==> src/rtl/ntt_pkg.sv <==
// Constants shared by the forward/inverse NTT processing elements and the schedulers.
package ntt_pkg;
  localparam int MOD_Q         = 3329;
  localparam int DATA_W        = 12;
  localparam int BF_LAT        = 6;
  localparam int BF_HALF_STAGE = 3;
endpackage

==> src/rtl/intt_bf_half_mod_half_q.sv <==
// mod_half_q: combinational x * 2^-1 mod q for canonical x; q must be odd.
module mod_half_q #(
  parameter int data_width = ntt_pkg::DATA_W,
  parameter int MOD_Q      = ntt_pkg::MOD_Q
) (
  input  logic [data_width-1:0] x,
  output logic [data_width-1:0] y
);
  localparam logic [data_width:0] Q_EXT = (data_width+1)'(MOD_Q);

  logic [data_width:0] x_even;

  // An odd x becomes even by adding the odd modulus; the extra bit holds the carry.
  always_comb begin
    x_even = {1'b0, x} + (x[0] ? Q_EXT : '0);
    y      = data_width'(x_even >> 1);
  end
endmodule

==> src/rtl/intt_bf_half.sv <==
// Inverse (Gentleman-Sande) butterfly producing (u+v)/2 and (u-v)/2 mod q, 6-cycle latency.
// Optional macro INTT_BF_STALL_EN adds an 'en' port that freezes the whole pipeline.
module intt_bf_half
  import ntt_pkg::DATA_W;
  import ntt_pkg::BF_HALF_STAGE;
#(
  parameter int data_width = DATA_W,
  parameter int MOD_Q      = ntt_pkg::MOD_Q
) (
  input  logic                  clk,
  input  logic                  rst,
`ifdef INTT_BF_STALL_EN
  input  logic                  en,
`endif
  input  logic                  valid_in,
  input  logic                  sel,
  input  logic [data_width-1:0] u,
  input  logic [data_width-1:0] v,
  output logic                  valid_out,
  output logic [data_width-1:0] bf_upper,
  output logic [data_width-1:0] bf_lower
);
  localparam int                  NS    = BF_HALF_STAGE;
  localparam logic [data_width:0] Q_EXT = (data_width+1)'(MOD_Q);
  localparam logic [data_width-1:0] Q_W = data_width'(MOD_Q);

  logic adv;
`ifdef INTT_BF_STALL_EN
  assign adv = en;
`else
  assign adv = 1'b1;
`endif

  logic [data_width-1:0] u_pipe [NS];
  logic [data_width-1:0] v_pipe [NS];
  logic [NS-1:0]         sel_pipe;
  logic [NS-1:0]         vin_pipe;

  logic [data_width-1:0] up_pipe [NS];
  logic [data_width-1:0] lo_pipe [NS];
  logic [NS-1:0]         vout_pipe;

  logic [data_width:0]   sum_raw;
  logic [data_width-1:0] sum_mod, diff_mod, sum_half, diff_half, up_nxt, lo_nxt;

  // Modular add/sub between the two register halves; diff wraps in data_width bits
  // and adding q back lands exactly in [1, q-1] when u < v.
  always_comb begin
    sum_raw  = {1'b0, u_pipe[NS-1]} + {1'b0, v_pipe[NS-1]};
    sum_mod  = (sum_raw >= Q_EXT) ? data_width'(sum_raw - Q_EXT) : data_width'(sum_raw);
    diff_mod = u_pipe[NS-1] - v_pipe[NS-1] + ((u_pipe[NS-1] < v_pipe[NS-1]) ? Q_W : '0);
    up_nxt   = sel_pipe[NS-1] ? sum_half  : sum_mod;
    lo_nxt   = sel_pipe[NS-1] ? diff_half : diff_mod;
  end

  mod_half_q #(.data_width(data_width), .MOD_Q(MOD_Q)) u_half_sum (
    .x (sum_mod),
    .y (sum_half)
  );

  mod_half_q #(.data_width(data_width), .MOD_Q(MOD_Q)) u_half_diff (
    .x (diff_mod),
    .y (diff_half)
  );

  // Data stages load every advancing cycle regardless of valid; reset clears everything.
  always_ff @(posedge clk) begin
    if (rst) begin
      for (int i = 0; i < NS; i++) begin
        u_pipe[i]  <= '0;
        v_pipe[i]  <= '0;
        up_pipe[i] <= '0;
        lo_pipe[i] <= '0;
      end
      sel_pipe  <= '0;
      vin_pipe  <= '0;
      vout_pipe <= '0;
    end else if (adv) begin
      u_pipe[0]  <= u;
      v_pipe[0]  <= v;
      up_pipe[0] <= up_nxt;
      lo_pipe[0] <= lo_nxt;
      for (int i = 1; i < NS; i++) begin
        u_pipe[i]  <= u_pipe[i-1];
        v_pipe[i]  <= v_pipe[i-1];
        up_pipe[i] <= up_pipe[i-1];
        lo_pipe[i] <= lo_pipe[i-1];
      end
      sel_pipe  <= {sel_pipe[NS-2:0], sel};
      vin_pipe  <= {vin_pipe[NS-2:0], valid_in};
      vout_pipe <= {vout_pipe[NS-2:0], vin_pipe[NS-1]};
    end
  end

  assign valid_out = vout_pipe[NS-1];
  assign bf_upper  = up_pipe[NS-1];
  assign bf_lower  = lo_pipe[NS-1];
endmodule
==> config.mk <==
export PLATFORM = sky130hd
export DESIGN_NAME = intt_bf_half
export DESIGN_NICKNAME = d
export VERILOG_FILES = /design/src/rtl/ntt_pkg.sv /design/src/rtl/intt_bf_half_mod_half_q.sv /design/src/rtl/intt_bf_half.sv
export SDC_FILE = /design/constraint.sdc
export NUM_CORES = 1
export LEC_CHECK = 0
export BUFFER_PORTS_ARGS = -buffer_cell sky130_fd_sc_hd__buf_2
export CORE_MARGIN = 4
export CORE_UTILIZATION = 56
export CTS_BUF_LIST = sky130_fd_sc_hd__clkbuf_8
export CTS_CLUSTER_DIAMETER = 80
export DETAILED_ROUTE_END_ITERATION = 16
export MAX_ROUTING_LAYER = met4
export PLACE_DENSITY = 0.89
export REMOVE_ABC_BUFFERS = 1
export SLEW_MARGIN = 20
export SYNTH_ARGS = -nofsm -noshare
export SYNTH_HDL_FRONTEND = slang
export SYNTH_SLANG_ARGS = --single-unit
==> constraint.sdc <==
create_clock -name clk -period 4.7 [get_ports clk]
set_input_delay 0.705 -clock clk [delete_from_list [all_inputs] [get_ports clk]]
set_output_delay 0.705 -clock clk [all_outputs]
set_load 0.005 [all_outputs]
After elaboration in Yosys (flattened, before gate mapping)
Memory sizes are Yosys's and may differ from the RTL's.
Cells that the tools add are included.
{"block": "classes", "bitwise": 12, "order_cmp": 2, "mux": 21, "add_sub_neg": 6}
{"op": "$mux 12", "count": 18}
{"op": "$add 12x13->13", "count": 2}
{"op": "$add 12x12->13", "count": 1}
{"op": "$ge 13x12->1 const B", "count": 1}
{"op": "$add 12x12->12", "count": 1}
{"op": "$lt 12x12->1", "count": 1}
{"op": "$or 1x1->1", "count": 12}
{"op": "$sub 12x12->12", "count": 1}
{"op": "$sub 12x12->12 const B", "count": 1}
{"op": "$mux 1", "count": 3}
{"block": "totals", "output_inout_bits": 25, "reg_bits": 9, "mem_count": 4, "word_cells": 48, "ram_bits": 144}
{"memory": "lo_pipe", "words": 3, "width": 12, "rd": 3, "rd_clocked_by_memory_dff": 0, "write_ports": 3, "line_no": "intt_bf_half.sv:40", "source": "logic [data_width-1:0] lo_pipe [NS];"}
{"memory": "u_pipe", "words": 3, "width": 12, "rd": 3, "rd_clocked_by_memory_dff": 0, "write_ports": 3, "line_no": "intt_bf_half.sv:34", "source": "logic [data_width-1:0] u_pipe [NS];"}
{"memory": "up_pipe", "words": 3, "width": 12, "rd": 3, "rd_clocked_by_memory_dff": 0, "write_ports": 3, "line_no": "intt_bf_half.sv:39", "source": "logic [data_width-1:0] up_pipe [NS];"}
{"memory": "v_pipe", "words": 3, "width": 12, "rd": 3, "rd_clocked_by_memory_dff": 0, "write_ports": 3, "line_no": "intt_bf_half.sv:35", "source": "logic [data_width-1:0] v_pipe [NS];"}

Longest topological paths before layout
An unclocked memory read counts as a cell.
{"block": "depth", "depth_word": 8, "depth_mapped": 27, "mapped_depth_nobuf": 27}

Hierarchy
A second synthesis with hierarchy kept.
{"block": "unflattened", "cells_unflattened": 742, "hier_area_um2": 7164.4}
{"module": "intt_bf_half", "area_each_um2": 6531.3, "seq_area_each_um2": 3062.9, "instances": 1, "cells_each": 660}
{"module": "mod_half_q", "area_each_um2": 316.6, "seq_area_each_um2": 0.0, "instances": 2, "cells_each": 41}

Least setup slack after synthesis
OpenSTA, ideal clock, no wires.
{"block": "synth_timing", "kind": "reg-to-reg", "start": "memory v_pipe[0][29] in the netlist's numbering", "end": "memory lo_pipe[0][10] in the netlist's numbering", "stages_incl_launch_ff": 27, "required_ns": 4.570, "synth_period_minus_slack_ns": 4.647, "arrival_time_ns": 4.517, "setup_slack_ns": 0.053, "cell_sequence": "dfxtp_1 inv_1 ha_1 clkbuf_1 inv_1 o31ai_1 a31o_2 a21oi_1 o21bai_1 a21oi_1 nor2_1 nor2_1 ha_1 fa_1 a21oi_1 o21bai_1 a21oi_1 o21bai_1 a21o_1 a21o_1 a21o_1 a21oi_1 xnor2_1 ha_1 and3b_1 o2111ai_1 o211ai_1"}
{"element": "start, declared", "line_no": "intt_bf_half.sv:35"}
{"element": "end, declared", "line_no": "intt_bf_half.sv:40"}

==> impl_metrics.py <==
metrics = {
    "power": {
        "combPwrFrac_pct": 24.5,
        "p_per_area_nw_per_um2": 367,
        "internal_power_mw": 2.21,
        "clock_power_share_pct": 30.1,
        "p_switching_uw": 841,
        "leakagePower_nw": 3.52,
        "seqPwrFrac_pct": 45.5,
        "peakVddDrop_v": 0.000242,
        "switching_share_pct": 27.6,
    },
    "timing": {
        "rsz0062_at_grt": "true",
        "finalHoldViolCount": 0,
        "setup_viol": 2,
        "fin_setup_tns_ns": -0.0304,
        "fin_ws_ns": -0.0259,
        "fmax_ghz": 0.212,
        "tightestPinTransition_ns": 0.779,
        "period_share_pct": 101,
        "worst_hold_slack_ns": 0.431,
        "slew_headroom_pct": 48.1,
        "slew_violations": 0,
        "finClkSkew_ns": 0.0156,
        "layout_min_cycle_time_ns": 4.73,
    },
    "clock_tree": {
        "cts_made_buffers": 17,
        "tritoncts": "built",
        "cts_buffer_depth": 2,
        "postCtsHoldBufs": 0,
        "clock_sinks": 153,
        "cts-root-buf": "clkbuf_8",
        "clock_latency_ns": 0.45,
        "cts.clk_slew.worst_paths_ns": 0.08,
        "h-tree-depth": 4,
    },
    "logic_synthesis": {
        "synth_top_area_share_pct": 42.4,
        "synth_area_per_cell_um2": 9.58,
        "synth_edf_count": 0,
        "synth-seq-cells": 153,
        "yosys_warnings": 0,
        "yosys.area.top_type": "dfxtp_1",
        "synth.most_common_cell": "dfxtp_1",
        "synthFlopType": "dfxtp_1",
        "syn_area_um2": 7220,
        "async_flop_share_pct": 0,
        "synth_area_leaders": "dfxtp_1 (42%), nor2b_1 (12%), ha_1 (7.8%), buf_4 (2.6%), a21oi_1 (2.3%)",
        "synth_cells": 753,
        "netlist_top_cells_count": "dfxtp_1 (153), nor2b_1 (135), ha_1 (45)",
        "synth.distinct_cells": 68,
        "ys_seq_area_share_pct": 42.4,
    },
    "cells_and_area": {
        "postLayoutCellArea_um2": 8310,
        "syn_to_final_growth_pct": 15.2,
        "nets": 899,
        "n_antenna_cell": 0,
        "drive_above_1_share_pct": 22.6,
        "multi_input_area_um2": 3850,
        "num-fill-cells": 1006,
        "layout.area.seq_um2": 3070,
    },
    "global_routing": {
        "grtUsageTotal_pct": 18.2,
        "grt_pass1_vias": 4688,
        "grt-ovfl-total": 0,
        "grt_max_degree": 89,
        "antenna_found_initial": 0,
        "grt_pass1_wl_um": 20800,
    },
    "route": {
        "vias_per_cell": 5.17,
        "antenna_left": 0,
        "drt-initial-drc-count": 304,
        "routedWlPerCell_um": 13.1,
        "first_pass_iters": 4,
        "routed_wl_um": 13100,
        "num_vias": 5165,
        "route.detailed.drc": 0,
    },
    "floorplan": {
        "start_util_pct": 57.2,
        "core.rowCount": 41,
        "chipHeight_um": 122,
        "fp.dieW_um": 122,
        "die-area_um2": 14800,
        "core_area_um2": 12600,
        "pin_count": 53,
    },
    "status": {
        "violations": "negative setup slack",
        "status": "complete, but fails checks",
    },
    "hold_path": {
        "hold_class": "reg -> reg",
        "whs_path_depth": 1,
    },
    "placed_design": {
        "placed_area_um2": 7610,
        "post-place-ws_ns": -0.202,
        "gp_congestion": 0.888,
        "port_buffers": 52,
        "post-dp-hpwl_um": 8760,
    },
    "worst_setup_path": {
        "worstPathRequired_ns": 5.02,
        "slowest_stage": "fa_2",
        "reg2regPathDepth": 30,
        "max_stage_delay_ns": 0.38,
        "critPathCaptureType": "flop",
        "start_kind": "flop",
        "cp.arrival_ns": 5.05,
        "critPathKind": "reg -> reg",
        "critical_path.max_fanout": 3,
        "crit_top_cell": "buf_4",
    },
    "job": {
        "cap_violations": 0,
    },
}
==> per-layer routing <==
metal / wire length (um) / track usage (%)
met4: 160 / 7.91
met5: 0 / -
met3: 538 / 4.90
met1: 5690 / 21.3
met2: 6720 / 29.5
==> power by group through the flow <==
stage / combinational (mW) / clock [mW] / sequential [mW]
6_report: 0.746 / 0.917 / 1.39
3_5_place_dp: 0.527 / 0 / 1.42
5_1_grt: 0.812 / 0.997 / 1.39
2_1_floorplan: 0.349 / 0 / 1.42
3_3_place_gp: 0.510 / 0 / 1.41
4_1_cts: 0.612 / 0.945 / 1.39
==> through the flow <==
| step | utilization (%) | power, mW | cells |
|---|---|---|---|
| after floorplan | - | 1.77 | 696 |
| after global placement | 60.3 | 1.92 | 953 |
| after global routing | 65.9 | 3.20 | 1000 |
| after CTS | 64.5 | 2.95 | 997 |
| after detailed placement | 60.3 | 1.95 | 953 |
| final | 65.9 | 3.05 | 1000 |
==> cell families after synthesis <==
group	after synthesis	share of synthesized area, %
compound gates	136	14.1
xor+xnor	32	4.25
flops	153	42.4
buf+inv	100	6.78
simple gates	270	21.2
mux	9	1.28
fa+ha+maj	53	10.0
==> worst max-delay path: cells and delay by family (launching register included) <==
| family | cells | cell delay [ns] |
|---|---|---|
| buffers and inverters | 7 | 0.72 |
| flip-flops | 1 | 0.34 |
| AO/OA/AOI/OAI | 15 | 2.17 |
| AND/OR/NAND/NOR | 3 | 0.33 |
| XOR/XNOR | 1 | 0.13 |
| adder cells (fa/ha/maj) | 4 | 0.90 |
==> cell type report <==
| cell class | instances | share of cell area (%) |
|---|---|---|
| multi-input combinational | 500 | 46.3 |
| sequential | 153 | 36.9 |
| timing repair buffer | 103 | 7.86 |
| clock buffer | 17 | 2.81 |
| tap | 172 | 2.59 |
| inverter | 43 | 1.97 |
| clock inverter | 12 | 1.58 |
==> worst paths after layout <==
path	start	end	slack [ns]
max	u_pipe[0][24]$_SDFF_PP0_	lo_pipe[0][10]$_SDFF_PP0_	-0.03
min	up_pipe[0][21]$_SDFF_PP0_	up_pipe[0][33]$_SDFF_PP0_	0.43
min reg2reg	up_pipe[0][21]$_SDFF_PP0_	up_pipe[0][33]$_SDFF_PP0_	0.43
max reg2reg	u_pipe[0][24]$_SDFF_PP0_	lo_pipe[0][10]$_SDFF_PP0_	-0.03
==> timing repair <==
item                                    CTS  global route
setup buffers                            15             3
gates cloned                              0             0
hold endpoints to repair                  0             0
resized for setup                        15            29
pin swaps                                23            32
endpoints found under the setup margin    4             7
==> registers in the layout, summed over array words and instances (netlist names) <==
signal	cells
sel_pipe	3
u_pipe	36
vin_pipe	3
v_pipe	36
up_pipe	36
vout_pipe	3
lo_pipe	36
==> cell usage in the layout, fill, tap and decap left out, types with 7 or more instances in the layout <==
master    netlist  layout
nand3_1        15      13
a21oi_1        33      27
buf_4          25      50
nor2b_1       135     135
clkbuf_8        0      17
nor2_1         36      35
ha_1           45      40
nand2b_1        9       9
mux2i_1         7       7
nand2_1        28      28
xnor2_1        18      16
a32oi_1         8       8
xor2_1         12      11
dfxtp_1       153     150
nor3_1         10      10
buf_2           4      51
o21ai_0        21      20
and3_1          8       8
inv_1          43      41
a211oi_1        9       8
No activity file was read; power rests on OpenSTA's default activity.
